File: config.mk
export PLATFORM = sky130hd
export DESIGN_NAME = xz_event_logger
export DESIGN_NICKNAME = d
export VERILOG_FILES = /design/src/rtl/xz_log_pkg.sv /design/src/rtl/xz_log_fifo.sv /design/src/rtl/xz_event_logger.sv
export SDC_FILE = /design/constraint.sdc
export NUM_CORES = 1
export LEC_CHECK = 0
export ABC_AREA = 1
export CAP_MARGIN = 20
export CORE_MARGIN = 5
export CORE_UTILIZATION = 43
export DETAILED_ROUTE_END_ITERATION = 6
export PLACE_DENSITY = 0.84
export SLEW_MARGIN = 20
export SYNTH_ARGS = -nofsm -noshare
export SYNTH_HDL_FRONTEND = slang
export SYNTH_SLANG_ARGS = --single-unit
File: constraint.sdc
create_clock -name clk -period 4.3 [get_ports clk]
set_input_delay 1.29 -clock clk [delete_from_list [all_inputs] [get_ports clk]]
set_output_delay 1.29 -clock clk [all_outputs]
set_load 0.02 [all_outputs]
File: src/rtl/xz_log_pkg.sv
// Shared types and helpers for the X/Z event logger.
// The signal count and timestamp width are set here so that the event struct
// and every port that carries its fields always have the same widths.
// Optional feature macro: XZ_LOG_KIND_EN (adds a per-event Z mask).
package xz_log_pkg;

    localparam int unsigned NUM_SIG = 8;
    localparam int unsigned TS_W    = 16;
    localparam int unsigned CNT_W   = 16;

    typedef struct packed {
`ifdef XZ_LOG_KIND_EN
        logic [NUM_SIG-1:0] zmask;
`endif
        logic [NUM_SIG-1:0] mask;
        logic [TS_W-1:0]    ts;
    } evt_t;

    localparam int unsigned EVT_W = $bits(evt_t);

    // Increment that holds at all-ones instead of wrapping.
    function automatic logic [CNT_W-1:0] sat_inc(input logic [CNT_W-1:0] v);
        return (v == {CNT_W{1'b1}}) ? v : v + CNT_W'(1);
    endfunction

endpackage

File: src/rtl/xz_log_fifo.sv
// First-word fall-through FIFO with registered head/valid, synchronous clear,
// and acceptance of a push into a full FIFO when a pop happens on the same edge.
module xz_log_fifo #(
    parameter int unsigned W     = 8,
    parameter int unsigned DEPTH = 4
) (
    input  logic         clk,
    input  logic         rst_n,
    input  logic         i_clr,
    input  logic         i_push,
    input  logic [W-1:0] i_data,
    input  logic         i_pop,
    output logic         o_valid,
    output logic [W-1:0] o_head,
    output logic         o_accept_c,
    output logic         o_drop_c
);

    localparam int unsigned AW = (DEPTH > 1) ? $clog2(DEPTH) : 1;
    localparam int unsigned CW = AW + 1;

    logic [W-1:0]  r_mem [DEPTH];
    logic [AW-1:0] r_wptr;
    logic [AW-1:0] r_rptr;
    logic [CW-1:0] r_count;

    logic [AW-1:0] w_wptr_nxt;
    logic [AW-1:0] w_rptr_nxt;
    logic [CW-1:0] w_count_nxt;
    logic [W-1:0]  w_head_nxt;
    logic          w_empty;
    logic          w_full;
    logic          w_pop;

    // Push/pop decisions and the next head, so head/valid can be registered.
    always_comb begin
        w_empty     = (r_count == '0);
        w_full      = (r_count == CW'(DEPTH));
        w_pop       = i_pop && !w_empty && !i_clr;
        o_accept_c  = i_push && !i_clr && (!w_full || w_pop);
        o_drop_c    = i_push && !i_clr && w_full && !w_pop;
        w_wptr_nxt  = r_wptr + AW'(o_accept_c);
        w_rptr_nxt  = r_rptr + AW'(w_pop);
        w_count_nxt = r_count + CW'(o_accept_c) - CW'(w_pop);
        if (i_clr) begin
            w_wptr_nxt  = '0;
            w_rptr_nxt  = '0;
            w_count_nxt = '0;
        end
        // A write landing on the next read slot is the sole entry: forward it.
        if (w_count_nxt == '0) begin
            w_head_nxt = '0;
        end else if (o_accept_c && (r_wptr == w_rptr_nxt)) begin
            w_head_nxt = i_data;
        end else begin
            w_head_nxt = r_mem[w_rptr_nxt];
        end
    end

    // Pointers, occupancy and the registered head.
    always_ff @(posedge clk or negedge rst_n) begin
        if (!rst_n) begin
            r_wptr  <= '0;
            r_rptr  <= '0;
            r_count <= '0;
            o_valid <= 1'b0;
            o_head  <= '0;
        end else begin
            r_wptr  <= w_wptr_nxt;
            r_rptr  <= w_rptr_nxt;
            r_count <= w_count_nxt;
            o_valid <= (w_count_nxt != '0);
            o_head  <= w_head_nxt;
        end
    end

    // Storage array; contents are only read once written.
    always_ff @(posedge clk) begin
        if (o_accept_c) begin
            r_mem[r_wptr] <= i_data;
        end
    end

endmodule

File: src/rtl/xz_event_logger.sv
// Samples monitored signals each cycle, logs cycles with X/Z bits as
// {mask, timestamp} events into a FIFO drained over valid/ready, and keeps
// saturating accept/drop counters plus a sticky overflow flag.
// Optional feature macro: XZ_LOG_KIND_EN (adds evt_zmask, Z-only bits).
// Detection uses 4-state case equality and is meant for simulation use.
module xz_event_logger
    import xz_log_pkg::*;
#(
    parameter int unsigned DEPTH = 4
) (
    input  logic               clk,
    input  logic               rst_n,
    input  logic               mon_en,
    input  logic [NUM_SIG-1:0] mon_sig,
    input  logic               clr,
    output logic               evt_valid,
    input  logic               evt_ready,
    output logic [NUM_SIG-1:0] evt_mask,
    output logic [TS_W-1:0]    evt_ts,
`ifdef XZ_LOG_KIND_EN
    output logic [NUM_SIG-1:0] evt_zmask,
`endif
    output logic [CNT_W-1:0]   evt_cnt,
    output logic [CNT_W-1:0]   drop_cnt,
    output logic               overflow
);

    logic [NUM_SIG-1:0] w_unk;
    logic               w_push;
    logic               w_accept;
    logic               w_drop;
    logic [TS_W-1:0]    r_ts;
    evt_t               w_evt_in;
    evt_t               w_evt_head;

    // Flag every bit that is neither a clean 0 nor a clean 1.
    always_comb begin
        w_unk = '0;
        for (int i = 0; i < NUM_SIG; i++) begin
            w_unk[i] = !((mon_sig[i] === 1'b0) || (mon_sig[i] === 1'b1));
        end
    end

`ifdef XZ_LOG_KIND_EN
    logic [NUM_SIG-1:0] w_zed;

    // Separate out bits that are specifically high-impedance.
    always_comb begin
        w_zed = '0;
        for (int i = 0; i < NUM_SIG; i++) begin
            w_zed[i] = (mon_sig[i] === 1'bz);
        end
    end
`endif

    assign w_push = mon_en && (w_unk != '0);

    // Event payload captured at this sample.
    always_comb begin
        w_evt_in      = '0;
        w_evt_in.mask = w_unk;
        w_evt_in.ts   = r_ts;
`ifdef XZ_LOG_KIND_EN
        w_evt_in.zmask = w_zed;
`endif
    end

    xz_log_fifo #(
        .W     (EVT_W),
        .DEPTH (DEPTH)
    ) u_fifo (
        .clk        (clk),
        .rst_n      (rst_n),
        .i_clr      (clr),
        .i_push     (w_push),
        .i_data     (w_evt_in),
        .i_pop      (evt_ready),
        .o_valid    (evt_valid),
        .o_head     (w_evt_head),
        .o_accept_c (w_accept),
        .o_drop_c   (w_drop)
    );

    assign evt_mask = w_evt_head.mask;
    assign evt_ts   = w_evt_head.ts;
`ifdef XZ_LOG_KIND_EN
    assign evt_zmask = w_evt_head.zmask;
`endif

    // Free-running cycle counter used as the event timestamp.
    always_ff @(posedge clk or negedge rst_n) begin
        if (!rst_n) begin
            r_ts <= '0;
        end else if (clr) begin
            r_ts <= '0;
        end else begin
            r_ts <= r_ts + TS_W'(1);
        end
    end

    // Activity counters and sticky overflow, updated with the push decision.
    always_ff @(posedge clk or negedge rst_n) begin
        if (!rst_n) begin
            evt_cnt  <= '0;
            drop_cnt <= '0;
            overflow <= 1'b0;
        end else if (clr) begin
            evt_cnt  <= '0;
            drop_cnt <= '0;
            overflow <= 1'b0;
        end else begin
            if (w_accept) begin
                evt_cnt <= sat_inc(evt_cnt);
            end
            if (w_drop) begin
                drop_cnt <= sat_inc(drop_cnt);
                overflow <= 1'b1;
            end
        end
    end

endmodule

==> flow_metrics.env, run 1 <==
export IMPL_setup_tns_ns=0
export IMPL_cts_repair_resized=0
export IMPL_met1_length_um=946
export IMPL_cpLargestDelayFamily="adder cells"
export IMPL_grt_total_usage_pct=11.7
export IMPL_n_antenna_cell=0
export IMPL_met3_length_um=289
export IMPL_syn_inst=153
export IMPL_start_util_pct=45.1
export IMPL_p_int_w=0.000444
export IMPL_yosysSeqAreaShare_pct=61.1
export IMPL_fmax_mhz=367
export IMPL_drc=0
export IMPL_p_comb_share_pct=13.6
export IMPL_path_max_fanout=2
export IMPL_drive_above_1_share_pct=5.67
export IMPL_drt_iter0_drc=42
export IMPL_vdd_drop_max_uv=229
export IMPL_min_path_type="reg -> reg"
export IMPL_slowest_stage="fa_1"
export IMPL_area_growth_pct=22.6
export IMPL_maxSlewViolCount=0
export IMPL_rows=21
export IMPL_setup_viol=0
export IMPL_wl_met2_um=1270
export IMPL_gp_congestion=0.651
export IMPL_clock_path_buffers=2
export IMPL_fin_cells=240
export IMPL_die_h_um=69.4
export IMPL_cts_sinks=37
export IMPL_cts_tree="built"
export IMPL_synth_area_sq_mm=0.00152
export IMPL_clk_pin_slew_worst_paths_ns=0.11
export IMPL_p_leak_nw=0.906
export IMPL_htree_num_levels=2
export IMPL_grt_pass1_wl_um=4510
export IMPL_hold_violations=0
export IMPL_drt_vias_per_instance=3.85
export IMPL_cts_made_buffers=5
export IMPL_grt_max_degree=38
export IMPL_post_cts_setup_buffers=0
export IMPL_critPathRequiredTime_ns=4.54
export IMPL_die_area_sq_mm=0.00481
export IMPL_ctsHoldBuffers=0
export IMPL_root_buffer="clkbuf_4"
export IMPL_arrival_ns=2.96
export IMPL_fin_skew_ns=0.000155
export IMPL_antenna_left=0
export IMPL_cp_num_buf_inv=2
export IMPL_synth_area_per_cell_sq_um=9.90
export IMPL_nNetsFinal=208
export IMPL_p_sw_w=0.000173
export IMPL_ys_seq_elements=37
export IMPL_clkPwrFrac_pct=27.3
export IMPL_grt_antenna_before_repair=0
export IMPL_clkLatencyLatePin_ns=0.33
export IMPL_drt_first_pass_iters=4
export IMPL_vias=924
export IMPL_critPathMaxStageDelay_ns=0.49
export IMPL_status="completed"
export IMPL_p_per_area_mw_per_mm2=332
export IMPL_path_class="in -> reg"
export IMPL_period_minus_slack_ns=2.73
export IMPL_synth_distinct_cells=12
export IMPL_rsz0062_at_grt="false"
export IMPL_crit_top_cell="nor2_1"
export IMPL_grt_pass1_vias=985
export IMPL_core_sq_mm=0.00336
export IMPL_maxSlewHeadroom_pct=48.7
export IMPL_top_layer="met4"
export IMPL_placed_cells_incl_taps=232
export IMPL_tightest_slew_ns=0.770
export IMPL_port_buffers=37
export IMPL_routedWlPerCell_um=10.6
export IMPL_fin_crit_sh_pct=63.4
export IMPL_most_common_layout_cells="40 x inv_1, 37 x dfrtp_1, 36 x clkdlybuf4s50_1"
export IMPL_switching_share_pct=28.1
export IMPL_fp_dieW_um=69.4
export IMPL_pwr_share_seq_pct=59.1
export IMPL_cp_cell_sequence="clkdlybuf4s50_1, o21ai_0, nor2_1, ha_1, inv_1, fa_1, nor2_2, nor2_1, nand2_1"
export IMPL_grt_overflow=0
export IMPL_drv_cap=0
export IMPL_end_kind="register"
export IMPL_yosys_warnings=0
export IMPL_hpwl_um=1880
export IMPL_cp_start_kind="input pin"
export IMPL_ios=71
export IMPL_wirelength_um=2550
export IMPL_final_common_cell="inv_1"
routing by layer:
metal / vias to the layer above / GRT usage (%)
met2: 38 / 19.9
li1: 451 / -
met4: 0 / 3.25
met5: - / 0
met3: 6 / 6.67
met1: 429 / 12.3
final cells by class:
class                           instances  area, sq um
Sequential cell                        37          926
Multi-Input combinational cell         71          300
Inverter                               40          150
Fill cell                             335         1510
Clock inverter                          2         10.0
Tap cell                               46         57.6
Timing Repair Buffer                   38          373
Clock buffer                            6         41.3
worst register-to-register path, stage by stage, from the launching register on:
cell,delay (ns)
dfrtp_1,0.42
inv_1,0.05
nand2_1,0.09
o21ai_0,0.08
nor2_1,0.18
ha_1,0.19
inv_1,0.05
fa_1,0.49
nor2_2,0.05
nor2_1,0.12
nand2_1,0.06
logic make-up (layout without fill, tap and decap cells):
kind of cell,Yosys count,after routing,synth area share (%)
AO/OA/AOI/OAI,1,1,0.330
other,1,24,0.247
buffers and inverters,68,86,24.8
adder cells (fa/ha/maj),2,2,2.15
AND/OR/NAND/NOR,44,44,11.4
flip-flops,37,37,61.1
synth_stat cells:
library cell   n  share of area, %
dfrtp_1       37                61
buf_4         24                12
buf_6          4               3.0
inv_1         40               9.9
nand3_1        2              0.66
nand2_1        5               1.2
nor2_1        35               8.7
nor2_2         2              0.83
fa_1           1               1.3
conb_1         1              0.25
ha_1           1              0.83
o21ai_0        1              0.33
power by group through the flow:
| stage | registers [W] | logic (W) | clock network [W] |
|---|---|---|---|
| 2_1_floorplan | 0.000374 | 0.0000762 | 0 |
| 3_3_place_gp | 0.000370 | 0.0000809 | 0 |
| 3_5_place_dp | 0.000371 | 0.0000850 | 0 |
| 4_1_cts | 0.000364 | 0.0000852 | 0.000177 |
| 5_1_grt | 0.000366 | 0.0000970 | 0.000192 |
| 6_report | 0.000364 | 0.0000841 | 0.000168 |
sequential cells by signal (all words and copies together) (netlist names):
| register | cells |
|---|---|
| u_fifo.o_valid | 1 |
| u_fifo.r_count | 3 |
| evt_cnt | 16 |
| drop_cnt | 16 |
| overflow | 1 |
through the flow:
stage	setup slack [ns]	cell area (sq um)	power (W)	util (%)	hold slack [ns]
6_report	1.57	1860	0.000617	55.2	0.491
5_1_grt	1.44	1860	0.000656	55.2	0.508
4_1_cts	1.57	1860	0.000627	55.2	0.495
3_5_place_dp	1.20	1810	0.000456	53.7	0.478
3_3_place_gp	1.26	1810	0.000451	53.7	0.470
2_1_floorplan	1.61	1600	0.000450	-	0.579
worst paths after layout:
kind,start,endpoint,depth (start not counted),slack (ns)
max reg2reg,u_fifo.r_count[1],u_fifo.o_valid,10,2.43
min,evt_cnt[2],evt_cnt[2],2,0.49
max,evt_ready,u_fifo.o_valid,9,1.57
min reg2reg,evt_cnt[2],evt_cnt[2],2,0.49
min in group asynchronous,rst_n,u_fifo.r_count[2],1,1.01
max in group asynchronous,rst_n,evt_cnt[10],1,2.78
Note: power is estimated with default switching activity, not from simulation.
==> run 2: changes to the inputs <==
--- a/config.mk
+++ b/config.mk
@@ -8,9 +8,9 @@
 export ABC_AREA = 1
 export CAP_MARGIN = 20
 export CORE_MARGIN = 5
-export CORE_UTILIZATION = 43
+export CORE_UTILIZATION = 36
 export DETAILED_ROUTE_END_ITERATION = 6
-export PLACE_DENSITY = 0.84
+export PLACE_DENSITY = 0.75
 export SLEW_MARGIN = 20
 export SYNTH_ARGS = -nofsm -noshare
 export SYNTH_HDL_FRONTEND = slang
==> constraint.sdc (replaced) <==
create_clock -name clk -period 2.2 [get_ports clk]
set_input_delay 0.66 -clock clk [delete_from_list [all_inputs] [get_ports clk]]
set_output_delay 0.66 -clock clk [all_outputs]
set_load 0.02 [all_outputs]
==> flow_metrics.env, run 2 (same netlist as run 1, synthesis figures left out) <==
export IMPL_grt_pass1_vias=928
export IMPL_end_kind="register"
export IMPL_cts_repair_resized=0
export IMPL_p_sw_w=0.000366
export IMPL_drc=0
export IMPL_cts_made_buffers=5
export IMPL_switching_share_pct=27.4
export IMPL_cp_num_buf_inv=2
export IMPL_hpwl_um=1780
export IMPL_vias=908
export IMPL_crit_top_cell="nor2_1"
export IMPL_drt_vias_per_instance=3.69
export IMPL_htree_num_levels=2
export IMPL_core_sq_mm=0.00403
export IMPL_start_util_pct=37.6
export IMPL_port_buffers=37
export IMPL_path_class="in -> reg"
export IMPL_fillers=407
export IMPL_ios=71
export IMPL_p_comb_share_pct=12.9
export IMPL_fmax_mhz=483
export IMPL_grt_max_degree=38
export IMPL_cts_tree="built"
export IMPL_drt_first_pass_iters=2
export IMPL_r2r_cells=10
export IMPL_cts_sinks=37
export IMPL_whs_ns=0.407
export IMPL_cpLargestDelayFamily="adder cells"
export IMPL_top_regs="drop_cnt: 16 flops, evt_cnt: 16 flops, u_fifo.r_count: 3 flops"
export IMPL_multi_input_area_sq_um=300
export IMPL_post_cts_setup_buffers=0
export IMPL_setup_viol=0
export IMPL_period_minus_slack_ns=2.07
export IMPL_p_leak_nw=0.928
export IMPL_grt_total_usage_pct=10.5
export IMPL_p_per_area_mw_per_mm2=699
export IMPL_gp_congestion=0.675
export IMPL_cp_start_kind="input pin"
export IMPL_maxSlewViolCount=0
export IMPL_nNetsFinal=210
export IMPL_most_common_layout_cells="40 x inv_1, 37 x dfrtp_1, 36 x clkdlybuf4s50_1"
export IMPL_grt_pass1_wl_um=4360
export IMPL_wirelength_um=2580
export IMPL_fin_crit_sh_pct=94.1
export IMPL_rsz0062_at_grt="false"
export IMPL_antenna_left=0
export IMPL_drive_above_1_share_pct=7.14
export IMPL_final_common_cell="inv_1"
export IMPL_area_growth_pct=26.3
export IMPL_drv_cap=0
export IMPL_drt_iter0_drc=12
export IMPL_ctsHoldBuffers=0
export IMPL_rows=23
export IMPL_die_h_um=74.9
export IMPL_fin_skew_ns=0.000134
export IMPL_clkLatencyLatePin_ns=0.28
export IMPL_clkPwrFrac_pct=33.9
export IMPL_hold_violations=0
export IMPL_path_max_fanout=2
export IMPL_slowest_stage="fa_1"
export IMPL_clk_pin_slew_worst_paths_ns=0.08
export IMPL_n_antenna_cell=0
export IMPL_setup_tns_ns=0
export IMPL_min_path_type="in -> async"
export IMPL_worst_r2r_endpoint="u_fifo.o_valid"
export IMPL_routedWlPerCell_um=10.5
export IMPL_arrival_ns=2.24
export IMPL_grt_antenna_before_repair=0
export IMPL_fp_dieW_um=74.9
export IMPL_vdd_drop_max_uv=456
export IMPL_critPathMaxStageDelay_ns=0.51
export IMPL_regToRegSetupSlack_ns=0.40
export IMPL_pwr_share_seq_pct=53.2
export IMPL_seqCellArea_sq_um=926
export IMPL_p_int_w=0.000970
export IMPL_cp_cell_sequence="clkdlybuf4s50_1, o21ai_0, nor2_1, ha_1, inv_1, fa_1, nor2_2, nor2_1, nand2_1"
export IMPL_root_buffer="clkbuf_8"
export IMPL_critPathRequiredTime_ns=2.37
export IMPL_clock_path_buffers=2
export IMPL_status="completed"
export IMPL_die_area_sq_mm=0.00561
export IMPL_grt_overflow=0
export IMPL_worstReg2RegStart="u_fifo.r_count[1]"
## run 2: cell type report
cell class	instances	area share (%)
inverter	40	7.85
clock buffer	5	3.60
tap	50	3.27
timing repair buffer	40	20.3
clock inverter	3	0.916
sequential	37	48.4
multi-input combinational	71	15.7
## run 2: power by group through the flow
stage          clock (W)  combinational [W]  sequential, W
2_1_floorplan          0           0.000149       0.000730
3_3_place_gp           0           0.000166       0.000724
3_5_place_dp           0           0.000174       0.000725
4_1_cts         0.000481           0.000174       0.000712
5_1_grt         0.000517           0.000203       0.000715
6_report        0.000453           0.000172       0.000711
## run 2: through the flow
stage | utilization [%] | instances | power, W | worst slack [ns] | cell area, sq um
detailed placement | 45.3 | 238 | 0.000899 | -0.155 | 1830
CTS | 47.5 | 246 | 0.00137 | 0.137 | 1910
global route | 47.5 | 246 | 0.00143 | 0.0131 | 1910
floorplan | - | 176 | 0.000879 | 0.138 | 1600
global placement | 45.3 | 238 | 0.000890 | -0.138 | 1830
finish | 47.5 | 246 | 0.00134 | 0.129 | 1910
## run 2: how the worst max path moves through the flow
stage / from / endpoint / slack (ns) / cells past startpoint
after detailed placement: evt_ready / u_fifo.o_valid / -0.15 / 9
after floorplan: clr / u_fifo.o_valid / 0.14 / 9
after CTS: evt_ready / u_fifo.o_valid / 0.14 / 9
after global placement: evt_ready / u_fifo.o_valid / -0.14 / 9
final: evt_ready / u_fifo.o_valid / 0.13 / 9
after global routing: evt_ready / u_fifo.o_valid / 0.01 / 9
## run 2: worst reg2reg max path, cell delays in order (launching register included)
cell     delay (ns)
dfrtp_1        0.41
inv_1          0.05
nand2_1        0.09
o21ai_0        0.08
nor2_1         0.13
ha_1           0.16
inv_1          0.05
fa_1           0.51
nor2_2         0.05
nor2_1         0.11
nand2_1        0.06
## run 2: routing by layer
layer / vias up / routed length, um / global-route usage [%]
met1: 412 / 1040 / 12.4
met2: 34 / 1240 / 16.4
met3: 6 / 258 / 5.21
met5: - / 0 / 0
li1: 456 / - / -
met4: 0 / 40 / 4.15
==> run 3: changes to the inputs <==
--- a/config.mk
+++ b/config.mk
@@ -7,7 +7,7 @@
 export LEC_CHECK = 0
 export ABC_AREA = 1
 export CAP_MARGIN = 20
-export CORE_MARGIN = 5
+export CORE_MARGIN = 4
 export CORE_UTILIZATION = 36
 export DETAILED_ROUTE_END_ITERATION = 6
 export PLACE_DENSITY = 0.75
==> flow_metrics.env, run 3 (same netlist as run 1, synthesis figures left out) <==
export IMPL_most_common_layout_cells="40 x inv_1, 37 x dfrtp_1, 35 x nor2_1, 35 x clkdlybuf4s50_1, 24 x conb_1"
export IMPL_whs_ns=0.457
export IMPL_drt_iter0_drc=36
export IMPL_fin_skew_ns=0.000140
export IMPL_critPathRequiredTime_ns=2.38
export IMPL_post_cts_setup_buffers=0
export IMPL_n_antenna_cell=0
export IMPL_min_path_type="in -> async"
export IMPL_multi_input_area_sq_um=303
export IMPL_cts_made_buffers=5
export IMPL_drt_vias_per_instance=3.82
export IMPL_vias=937
export IMPL_setup_viol=0
export IMPL_maxSlewViolCount=0
export IMPL_grt_pass1_wl_um=4320
export IMPL_root_buffer="clkbuf_8"
export IMPL_grt_pass1_vias=989
export IMPL_drv_cap=0
export IMPL_p_leak_nw=0.944
export IMPL_cts_sinks=37
export IMPL_drt_first_pass_iters=4
export IMPL_nNetsFinal=209
export IMPL_final_core_util_pct=48.2
export IMPL_fin_crit_sh_pct=90.9
export IMPL_rsz0062_at_grt="false"
export IMPL_p_total_w=0.00148
export IMPL_die_h_um=72.9
export IMPL_grt_antenna_before_repair=0
export IMPL_cp_start_kind="input pin"
export IMPL_fmax_mhz=500
export IMPL_gp_congestion=0.727
export IMPL_fillers=406
export IMPL_rows=23
export IMPL_area_growth_pct=28.1
export IMPL_period_minus_slack_ns=2.00
export IMPL_maxSlewHeadroom_pct=47.1
export IMPL_cts_tree="built"
export IMPL_final_common_cell="inv_1"
export IMPL_core_sq_mm=0.00403
export IMPL_fp_dieW_um=72.9
export IMPL_clk_pin_slew_worst_paths_ns=0.07
export IMPL_hpwl_um=1850
export IMPL_grt_overflow=0
export IMPL_status="completed"
export IMPL_grt_max_degree=38
export IMPL_antenna_left=0
export IMPL_wirelength_um=2560
export IMPL_path_max_fanout=2
export IMPL_path_class="in -> reg"
export IMPL_end_kind="register"
export IMPL_met1_length_um=997
export IMPL_vdd_drop_max_uv=526
export IMPL_start_util_pct=37.6
export IMPL_arrival_ns=2.18
export IMPL_top_regs="drop_cnt: 16 flops, evt_cnt: 16 flops, u_fifo.r_count: 3 flops"
export IMPL_drc=0
export IMPL_htree_num_levels=2
export IMPL_port_buffers=37
export IMPL_top_layer="met4"
export IMPL_tightest_slew_ns=0.794
export IMPL_grt_total_usage_pct=11.0
export IMPL_hold_violations=0
export IMPL_routedWlPerCell_um=10.5
export IMPL_clock_path_buffers=2
export IMPL_ios=71
export IMPL_wl_met2_um=1320
export IMPL_die_area_sq_mm=0.00531
export IMPL_drive_above_1_share_pct=6.67
export IMPL_clkLatencyLatePin_ns=0.28
export IMPL_p_per_area_mw_per_mm2=761
export IMPL_seqCellArea_sq_um=926
export IMPL_met3_length_um=195
-- run 3: metal layers --
metal,global-route usage [%],vias to the layer above
met2,18.4,36
met1,11.4,444
met5,0,-
met3,3.86,5
li1,-,452
met4,7.38,0
-- run 3: final timing paths --
kind | start | endpoint | slack (ns) | cells after the start
worst min register to register | drop_cnt[2] | drop_cnt[2] | 0.49 | 2
worst max-delay path | clr | u_fifo.o_valid | 0.20 | 8
worst max register to register | u_fifo.r_count[1] | u_fifo.o_valid | 0.36 | 10
min in group clk | drop_cnt[2] | drop_cnt[2] | 0.49 | 2
max in group asynchronous | rst_n | drop_cnt[6] | 1.24 | 1
worst min-delay path | rst_n | evt_cnt[14] | 0.46 | 1
-- run 3: cell type report --
| type | count | share of cell area (%) |
|---|---|---|
| clock buffer | 7 | 4.45 |
| clock inverter | 1 | 1.55 |
| inverter | 40 | 7.74 |
| tap | 50 | 3.22 |
| timing repair buffer | 39 | 19.7 |
| sequential | 37 | 47.7 |
| multi-input combinational | 71 | 15.6 |
-- run 3: where the power goes --
part | switching (W) | internal, W | total [W] | leakage, nW
Clock | 0.000221 | 0.000369 | 0.000591 | 0.0585
Combinational | 0.000122 | 0.0000502 | 0.000173 | 0.369
Sequential | 0.0000123 | 0.000701 | 0.000713 | 0.516
Total | 0.000356 | 0.00112 | 0.00148 | 0.944
-- run 3: repair_timing --
item,4_1_cts,5_1_grt
setup endpoints to repair,0,1
resized for setup,0,3
hold endpoints to repair,0,0
hold buffers,0,0
-- run 3: through the flow --
stage	std cells	cell area (sq um)	setup WS [ns]	setup TNS, ns
2_1_floorplan	176	1600	0.138	0
4_1_cts	245	1940	0.0890	0
3_5_place_dp	237	1820	-0.219	-0.410
3_3_place_gp	237	1820	-0.168	-0.258
6_report	245	1940	0.199	0
5_1_grt	245	1940	0.0950	0
-- run 3: critical path, cell delays in order --
cell and delay [ns]:
clkdlybuf4s50_1 0.42, nor2_1 0.15, ha_2 0.18, inv_1 0.05
fa_1 0.52, nor2_2 0.05, nor2_1 0.10, nand2_1 0.06
